===== src/rtl/pq_client_arbiter.sv =====
// pq_client_arbiter
//   Shares one systolic min-priority queue between NUM_CLIENTS requesters using
//   round-robin arbitration. One queue operation is issued per grant, then the
//   arbiter idles for SETTLE_CYCLES so the next operation sees a sorted head.
//
// Ports
//   CLK, RSTn              clock, asynchronous active-low reset
//   req_valid/op/data      per-client request (op: 01 enq, 10 deq, 11 replace)
//   req_ready              one-hot accept pulse (combinational, IDLE only)
//   rsp_valid/rsp_data     one-hot response pulse with the dequeued head
//   pq_wrt/pq_read/pq_data registered strobes and key to the queue
//   pq_full/pq_empty/pq_head status and head value from the queue
//
// Optional feature: define PQ_ARB_STATS_EN to add stat_ops/stat_stalls counters.
module pq_client_arbiter #(
  parameter int unsigned NUM_CLIENTS   = 4,
  parameter int unsigned DATA_WIDTH    = 16,
  parameter int unsigned SETTLE_CYCLES = 2
) (
  input  logic                              CLK,
  input  logic                              RSTn,
  input  logic [NUM_CLIENTS-1:0]            req_valid,
  input  logic [2*NUM_CLIENTS-1:0]          req_op,
  input  logic [DATA_WIDTH*NUM_CLIENTS-1:0] req_data,
  output logic [NUM_CLIENTS-1:0]            req_ready,
  output logic [NUM_CLIENTS-1:0]            rsp_valid,
  output logic [DATA_WIDTH-1:0]             rsp_data,
  output logic                              pq_wrt,
  output logic                              pq_read,
  output logic [DATA_WIDTH-1:0]             pq_data,
`ifdef PQ_ARB_STATS_EN
  output logic [31:0]                       stat_ops,
  output logic [31:0]                       stat_stalls,
`endif
  input  logic                              pq_full,
  input  logic                              pq_empty,
  input  logic [DATA_WIDTH-1:0]             pq_head
);

  localparam int unsigned PtrW = (NUM_CLIENTS > 1) ? $clog2(NUM_CLIENTS) : 1;
  localparam int unsigned CntW = $clog2(SETTLE_CYCLES + 1);

  localparam logic [1:0] StIdle   = 2'd0;
  localparam logic [1:0] StIssue  = 2'd1;
  localparam logic [1:0] StSettle = 2'd2;

  logic [1:0]            state_q, state_d;
  logic [PtrW-1:0]       rr_q, rr_d;
  logic [CntW-1:0]       cnt_q, cnt_d;
  logic [1:0]            op_q, op_d;
  logic [PtrW-1:0]       win_q, win_d;
  logic                  pq_wrt_q, pq_wrt_d;
  logic                  pq_read_q, pq_read_d;
  logic [DATA_WIDTH-1:0] pq_data_q, pq_data_d;
  logic [NUM_CLIENTS-1:0] rsp_valid_q, rsp_valid_d;
  logic [DATA_WIDTH-1:0] rsp_data_q, rsp_data_d;

  logic [1:0]            op_arr   [NUM_CLIENTS];
  logic [DATA_WIDTH-1:0] data_arr [NUM_CLIENTS];
  logic [NUM_CLIENTS-1:0] elig;
  logic                  any_elig;
  logic [PtrW-1:0]       win;
  int unsigned           idx;
  logic                  grant;

  // Per-client eligibility; ineligible requests simply wait.
  always_comb begin
    elig = '0;
    for (int i = 0; i < NUM_CLIENTS; i++) begin
      op_arr[i]   = req_op[2*i +: 2];
      data_arr[i] = req_data[DATA_WIDTH*i +: DATA_WIDTH];
      case (req_op[2*i +: 2])
        2'b01:   elig[i] = req_valid[i] & ~pq_full;
        2'b10:   elig[i] = req_valid[i] & ~pq_empty;
        2'b11:   elig[i] = req_valid[i];
        default: elig[i] = 1'b0;
      endcase
    end
  end

  // Scan downwards so the last hit is the first eligible index at/after rr_q.
  always_comb begin
    any_elig = 1'b0;
    win      = '0;
    idx      = 0;
    for (int k = NUM_CLIENTS - 1; k >= 0; k--) begin
      idx = (32'(rr_q) + 32'(k)) % NUM_CLIENTS;
      if (elig[idx[PtrW-1:0]]) begin
        any_elig = 1'b1;
        win      = idx[PtrW-1:0];
      end
    end
  end

  assign grant = (state_q == StIdle) && any_elig;

  always_comb begin
    req_ready = '0;
    if (grant && RSTn) req_ready[win] = 1'b1;
  end

  always_comb begin
    state_d     = state_q;
    rr_d        = rr_q;
    cnt_d       = cnt_q;
    op_d        = op_q;
    win_d       = win_q;
    pq_wrt_d    = 1'b0;
    pq_read_d   = 1'b0;
    pq_data_d   = '0;
    rsp_valid_d = '0;
    rsp_data_d  = rsp_data_q;
    case (state_q)
      StIdle: begin
        if (any_elig) begin
          op_d      = op_arr[win];
          win_d     = win;
          pq_wrt_d  = op_arr[win][0];
          pq_read_d = op_arr[win][1];
          pq_data_d = data_arr[win];
          rr_d      = (32'(win) == NUM_CLIENTS - 1) ? '0 : win + 1'b1;
          state_d   = StIssue;
        end
      end
      StIssue: begin
        // Head is captured before the queue reacts to this cycle's strobe.
        if (op_q[1]) begin
          rsp_valid_d[win_q] = 1'b1;
          rsp_data_d         = (op_q[0] && pq_empty) ? '1 : pq_head;
        end
        cnt_d   = CntW'(SETTLE_CYCLES - 1);
        state_d = StSettle;
      end
      StSettle: begin
        if (cnt_q == '0) state_d = StIdle;
        else             cnt_d   = cnt_q - 1'b1;
      end
      default: state_d = StIdle;
    endcase
  end

  always_ff @(posedge CLK or negedge RSTn) begin
    if (!RSTn) begin
      state_q     <= StIdle;
      rr_q        <= '0;
      cnt_q       <= '0;
      op_q        <= '0;
      win_q       <= '0;
      pq_wrt_q    <= 1'b0;
      pq_read_q   <= 1'b0;
      pq_data_q   <= '0;
      rsp_valid_q <= '0;
      rsp_data_q  <= '0;
    end else begin
      state_q     <= state_d;
      rr_q        <= rr_d;
      cnt_q       <= cnt_d;
      op_q        <= op_d;
      win_q       <= win_d;
      pq_wrt_q    <= pq_wrt_d;
      pq_read_q   <= pq_read_d;
      pq_data_q   <= pq_data_d;
      rsp_valid_q <= rsp_valid_d;
      rsp_data_q  <= rsp_data_d;
    end
  end

  assign pq_wrt    = pq_wrt_q;
  assign pq_read   = pq_read_q;
  assign pq_data   = pq_data_q;
  assign rsp_valid = rsp_valid_q;
  assign rsp_data  = rsp_data_q;

`ifdef PQ_ARB_STATS_EN
  logic [31:0] stat_ops_q, stat_ops_d;
  logic [31:0] stat_stalls_q, stat_stalls_d;

  always_comb begin
    stat_ops_d    = stat_ops_q;
    stat_stalls_d = stat_stalls_q;
    if (state_q == StIssue && stat_ops_q != '1) stat_ops_d = stat_ops_q + 32'd1;
    if (state_q == StIdle && (|req_valid) && !any_elig && stat_stalls_q != '1) begin
      stat_stalls_d = stat_stalls_q + 32'd1;
    end
  end

  always_ff @(posedge CLK or negedge RSTn) begin
    if (!RSTn) begin
      stat_ops_q    <= '0;
      stat_stalls_q <= '0;
    end else begin
      stat_ops_q    <= stat_ops_d;
      stat_stalls_q <= stat_stalls_d;
    end
  end

  assign stat_ops    = stat_ops_q;
  assign stat_stalls = stat_stalls_q;
`endif

endmodule

===== config.mk =====
export PLATFORM = sky130hd
export DESIGN_NAME = pq_client_arbiter
export DESIGN_NICKNAME = d
export VERILOG_FILES = /design/src/rtl/pq_client_arbiter.sv
export SDC_FILE = /design/constraint.sdc
export NUM_CORES = 1
export LEC_CHECK = 0
export ABC_AREA = 1
export BUFFER_PORTS_ARGS = -buffer_cell sky130_fd_sc_hd__buf_2
export CAP_MARGIN = 30
export CORE_UTILIZATION = 40
export DETAILED_ROUTE_END_ITERATION = 10
export PLACE_DENSITY_LB_ADDON = 0.25
export SLEW_MARGIN = 20
export SYNTH_ARGS = -nofsm -noshare
export SYNTH_HDL_FRONTEND = slang
export SYNTH_SLANG_ARGS = --single-unit

===== constraint.sdc =====
create_clock -name CLK -period 3.3 [get_ports CLK]
set_clock_uncertainty 0.1 [all_clocks]
set_input_delay 0.66 -clock CLK [delete_from_list [all_inputs] [get_ports CLK]]
set_output_delay 0.66 -clock CLK [all_outputs]
set_load 0.05 [all_outputs]

[Yosys cells after proc, flatten, opt, wreduce, memory -nomap -nowiden]
Index checks and enable logic that the tools add are counted.
Cells by class
  reduce and logical (&&, ||, !) cells: 12
  muxes and demuxes: 46
  $lt $le $gt $ge: 9
  eq/ne operators: 18
  add/sub/neg operators: 5
  bitwise logic cells: 11
Operator list (number)
  2-to-1 mux 16 bit: 5
  binary-select mux 16 bit (select 2 bit): 1
  equality test 2 bit (second input constant): 10
  2-to-1 mux 2 bit: 10
  less-than comparator 2 x 3 -> 1 bit (second input constant): 6
  2-to-1 mux 1 bit: 14
  2-to-1 mux 4 bit: 3
  case mux 1 bit (3 select lines): 4
  equality test 2 x 1 -> 1 bit (second input constant): 5
  AND 1 bit: 8
  binary-select mux 1 bit (select 2 bit): 4
  AND reduction 2 bit: 4
  inequality test 2 bit (second input constant): 3
  case mux 2 bit (3 select lines): 1
  logical AND 1 bit: 5
  adder 2 x 1 -> 2 bit (second input constant): 2
  adder 2 bit (second input constant): 2
  binary-select mux 2 bit (select 2 bit): 1
  demux 1 bit (select 2 bit): 2
  >= comparator 2 x 1 -> 1 bit (second input constant): 2
  zero test 2 bit: 2
  case mux 2 bit (2 select lines): 1
  >= comparator 3 bit (second input constant): 1
  inverter 2 -> 3 bit: 1
  other kinds (3): 4
Storage, ports and cells
  logic and storage cells: 111
  output and inout bits: 42
  flip-flop bits (word level): 48
  input bits: 96

[Logic depth before layout (Yosys ltp)]
  depth in word-level cells: 15
  gate-level depth with buffers: 21
  gate-level depth less buffers: 20

[Least setup slack after synthesis]
Ideal clock, no wire load.
  path type: input-to-output
  start: in req_op[0]
  end: out req_ready[0]
  setup slack: -0.335 ns
  stages on the path: 19
  data arrival time: 2.875 ns
  buffers on the path: 2
  data required time: 2.540 ns
  cell sequence: inv_1 ha_1 nand3_1 nand2_1 nand3_1 nand2_1 nand2_2 nand2_1 inv_1 nand2_2 nand2_2 nand2_4 nand2_2 buf_6 buf_6 inv_1 ha_1 inv_1 nor2_1
Between the ends
  cells in the longest elaborated chain, start to end: 13
  elaborated cells between the ends (all ways): 28
  those cells by class: order compare: 2; eq/ne: 3; mux: 20; reduce/logical: 3
Ends and longest elaborated chain
  start: declaration: line 23  | input logic [2*NUM_CLIENTS-1:0] req_op,
  equality test 2 bit or equality test 2 x 1 -> 1 bit (tied branches): line 72  | case (req_op[2*i +: 2])
  case mux 1 bit (3 select lines) *: line 72
  binary-select mux 1 bit (select 2 bit): line 88  | if (elig[idx[PtrW-1:0]]) begin
  2-to-1 mux 1 bit (not written as such): line 88
  2-to-1 mux 2 bit (3 in a row): line 88
  2-to-1 mux 2 bit *: line 88
  via win[0]: line 62  | logic [PtrW-1:0] win;
  less-than comparator 2 x 3 -> 1 bit (not written as such) or >= comparator 2 x 1 -> 1 bit (tied branches): line 99  | if (grant && RSTn) req_ready[win] = 1'b1;
  logical AND 1 bit (not written as such): line 99
  2-to-1 mux 1 bit (not written as such): line 99
  demux 1 bit (select 2 bit) *: line 99
  2-to-1 mux 4 bit *: line 99
  end: declaration: line 25  | output logic [NUM_CLIENTS-1:0] req_ready,
The timed path passes the listed nets; every way through them passes the cells marked *. The select of a mux whose other input is x is not followed.

[Worst setup path after layout]
  start: in req_op[0]
  end: out req_ready[3]
Between the ends
  cells in the longest elaborated chain, start to end: 13
  elaborated cells between the ends (all ways): 28
  those cells by class: order compare: 2; eq/ne: 3; mux: 20; reduce/logical: 3
Ends and longest elaborated chain (line)
  equality test 2 bit or equality test 2 x 1 -> 1 bit (tied branches): 72
  case mux 1 bit (3 select lines) *: 72
  binary-select mux 1 bit (select 2 bit): 88
  2-to-1 mux 1 bit (not written as such): 88
  2-to-1 mux 2 bit (4 in a row): 88
  less-than comparator 2 x 3 -> 1 bit (not written as such) or >= comparator 2 x 1 -> 1 bit (tied branches): 99
  logical AND 1 bit (not written as such): 99
  2-to-1 mux 1 bit (not written as such): 99
  demux 1 bit (select 2 bit): 99
  2-to-1 mux 4 bit *: 99
Every way passes the cells marked *; elsewhere a longest branch is shown, timed or not. The select of a mux whose other input is x is not followed.

==> results.cfg <==
[setup_path]
crit_fanout = 5
crit_type = primary input to primary output
r2r_setup_slack_ns = 0.85
cp.required_ns = 2.54
crit_arrival_ns = 2.48
r2r_cells = 15
start_kind = primary input
reg2reg_to = pq_data[0]
cp-end-kind = primary output
r2r-start = rr_q[0]

[clock_network]
cts_tree = done
cts_hold_buf = 0
insertion_delay_ns = 0.30
cts_buffers = 5
cts.sink_count = 48
cts_root_buffer = clkbuf_8
ctsHtreeMaxLevel = 2
clock_path_buffers = 2
clk_pin_slew_ns = 0.09

[logic_synthesis]
synth_cell_types = 27
yosysWarnings = 0
seq_area_frac_synth_pct = 37.9
ys_ff_latch = 48
netlist_instances = 423
syn_nets = 536
syn-cell-area_um2 = 3170
avgSynthCellArea_um2 = 7.49
synth_top_area_cell = dfrtp_1
synthTopCellsByArea = dfrtp_1 38%, nand2_1 10%, inv_1 8.8%, nand3b_1 7.8%, nand3_1 7.3%
netlist.area_leader.share_pct = 37.9

[detailed_routing]
drc_errors = 0
totalWireLength_um = 8250
wire_per_inst_um = 12.4
vias_per_cell = 4.77
vias = 3179
dr.pass1.iters = 4
drt-initial-drc-count = 85
ant_nets = 0

[timing]
hold_violations = 0
finalMaxSlewViolations = 0
fmax_mhz = 309
finalCritPeriodShare_pct = 98.2
period_minus_slack_ns = 3.24
tightest_slew_ns = 0.610
holdWs_ns = 0.383
relSlewSlack_pct = 59.3
setup_viol = 0
fin_ws_ns = 0.0586
fin_setup_tns_ns = 0

[layout]
mostFrequentLayoutCell = buf_2
layout_common_cells = 128 x buf_2, 79 x nand2_1, 64 x inv_1
final_layout_size_suffix_gt1_share_pct = 40.0
fin_cells = 667
register_area_um2 = 1200
multi_input_area_um2 = 1730
diodes = 0
final_nets = 677
nFillCells = 770
syn_to_final_growth_pct = 36.9
final_util_pct = 56.4

[global_route]
overflow = 0
first_global_vias = 3001
antenna_found_initial = 0
grt_pass1_wl_um = 13200
grt_usage_pct = 19.8
grt_max_degree = 49

[hold_path]
hold_depth = 1
min_path_type = register to register
hp-start = win_q[0]
whs_endpoint = rsp_valid[2]

[die]
rows = 32
die_y_um = 91.0
dieWidth_um = 91.0
coreArea_um2 = 7690
io_pins = 138
die_area_um2 = 8280
initial_core_util_pct = 41.2

[power_and_ir_drop]
power_density_nw_per_um2 = 844
ir_worst_vdd_v = 0.000310
p_leak_nw = 2.42

[place]
dp.cells = 656
hpwlAfterDp_um = 5930
portBuffers = 137
place_ws_ns = -0.0768
gp_congestion = 0.813

[outcome]
status = complete, no violations

[flow_run]
cap_viol_max_count = 0
-- synthesized netlist by cell type, drive strengths merged --
master / instances
o2111ai: 1
nor2: 28
nand3: 54
o21ai: 20
xor2: 1
o21a: 1
o22ai: 1
dfrtp: 48
buf: 16
inv: 75
ha: 17
clkbuf: 5
nor3: 4
a31oi: 1
nand3b: 33
nand2: 99
clkinv: 1
nand4: 1
a21oi: 17
-- metal layers --
| metal | track usage (%) | vias to the layer above | routed length [um] |
|---|---|---|---|
| met5 | 0 | - | 0 |
| met4 | 4.23 | 0 | 63 |
| met3 | 5.11 | 6 | 565 |
| met2 | 36.1 | 116 | 4150 |
| met1 | 23.3 | 1455 | 3460 |
| li1 | - | 1602 | - |
-- how the worst max path moves through the flow --
| stage | from | to | slack [ns] |
|---|---|---|---|
| 2_1_floorplan | req_op[0] | req_ready[0] | 0.02 |
| 3_3_place_gp | req_op[2] | req_ready[2] | 0.01 |
| 3_5_place_dp | req_op[0] | req_ready[0] | -0.08 |
| 4_1_cts | req_op[0] | req_ready[0] | 0.002 |
| 5_1_grt | req_op[0] | req_ready[0] | -0.02 |
| 6_report | req_op[0] | req_ready[3] | 0.06 |
-- logic make-up (layout without fill, tap and decap cells) --
family / Yosys count / count (layout) / synth area share [%]
flops: 48 / 48 / 37.9
buf+inv: 97 / 239 / 12.7
simple gates: 219 / 219 / 34.8
xor+xnor: 1 / 1 / 0.277
fa+ha+maj: 17 / 17 / 6.71
compound gates: 41 / 41 / 7.58
-- worst max-delay path, stage by stage --
cell	delay, ns
buf_2	0.12
inv_4	0.08
ha_4	0.13
inv_1	0.04
nand2_1	0.06
nand3_1	0.09
nand2_2	0.11
nand3_2	0.07
nand2_2	0.11
inv_1	0.09
a21oi_2	0.21
nand3_4	0.11
nand2_4	0.09
ha_1	0.15
inv_1	0.06
nor2_4	0.12
buf_8	0.15
-- metrics by stage --
stage | total power, mW | cell area [um2]
floorplan | 2.64 | 3200
global placement | 3.15 | 4020
detailed placement | 3.20 | 4020
CTS | 3.60 | 4140
global route | 3.94 | 4340
finish | 3.66 | 4340
-- state kept, by name, indices dropped and copies added (netlist names) --
| name | count |
|---|---|
| pq_read | 1 |
| rsp_valid | 4 |
| state_q | 2 |
| pq_wrt | 1 |
| op_q | 2 |
| win_q | 2 |
| rsp_data | 16 |
| rr_q | 2 |
| cnt_q | 2 |
| pq_data | 16 |
-- what timing repair did --
item,4_1_cts,5_1_grt
setup endpoints to repair,4,4
pin swaps,0,16
endpoints found under the hold margin,0,0
resized for setup,6,52
setup buffers,0,2
-- power by group --
group / switching [mW] / total [mW] / internal (mW)
Combinational: 1.64 / 2.38 / 0.733
Clock: 0.206 / 0.376 / 0.170
Sequential: 0.109 / 0.910 / 0.801
Total: 1.96 / 3.66 / 1.70
-- area by class of cell --
cell class / instances / area share, %
clock buffers: 6 / 1.90
clock inverters: 2 / 0.346
inverters: 76 / 6.75
multi-input cells: 278 / 39.8
flip-flops and latches: 48 / 27.7
well taps: 102 / 2.94
repair buffers: 155 / 20.6
Power figures use the tool's default switching activity.
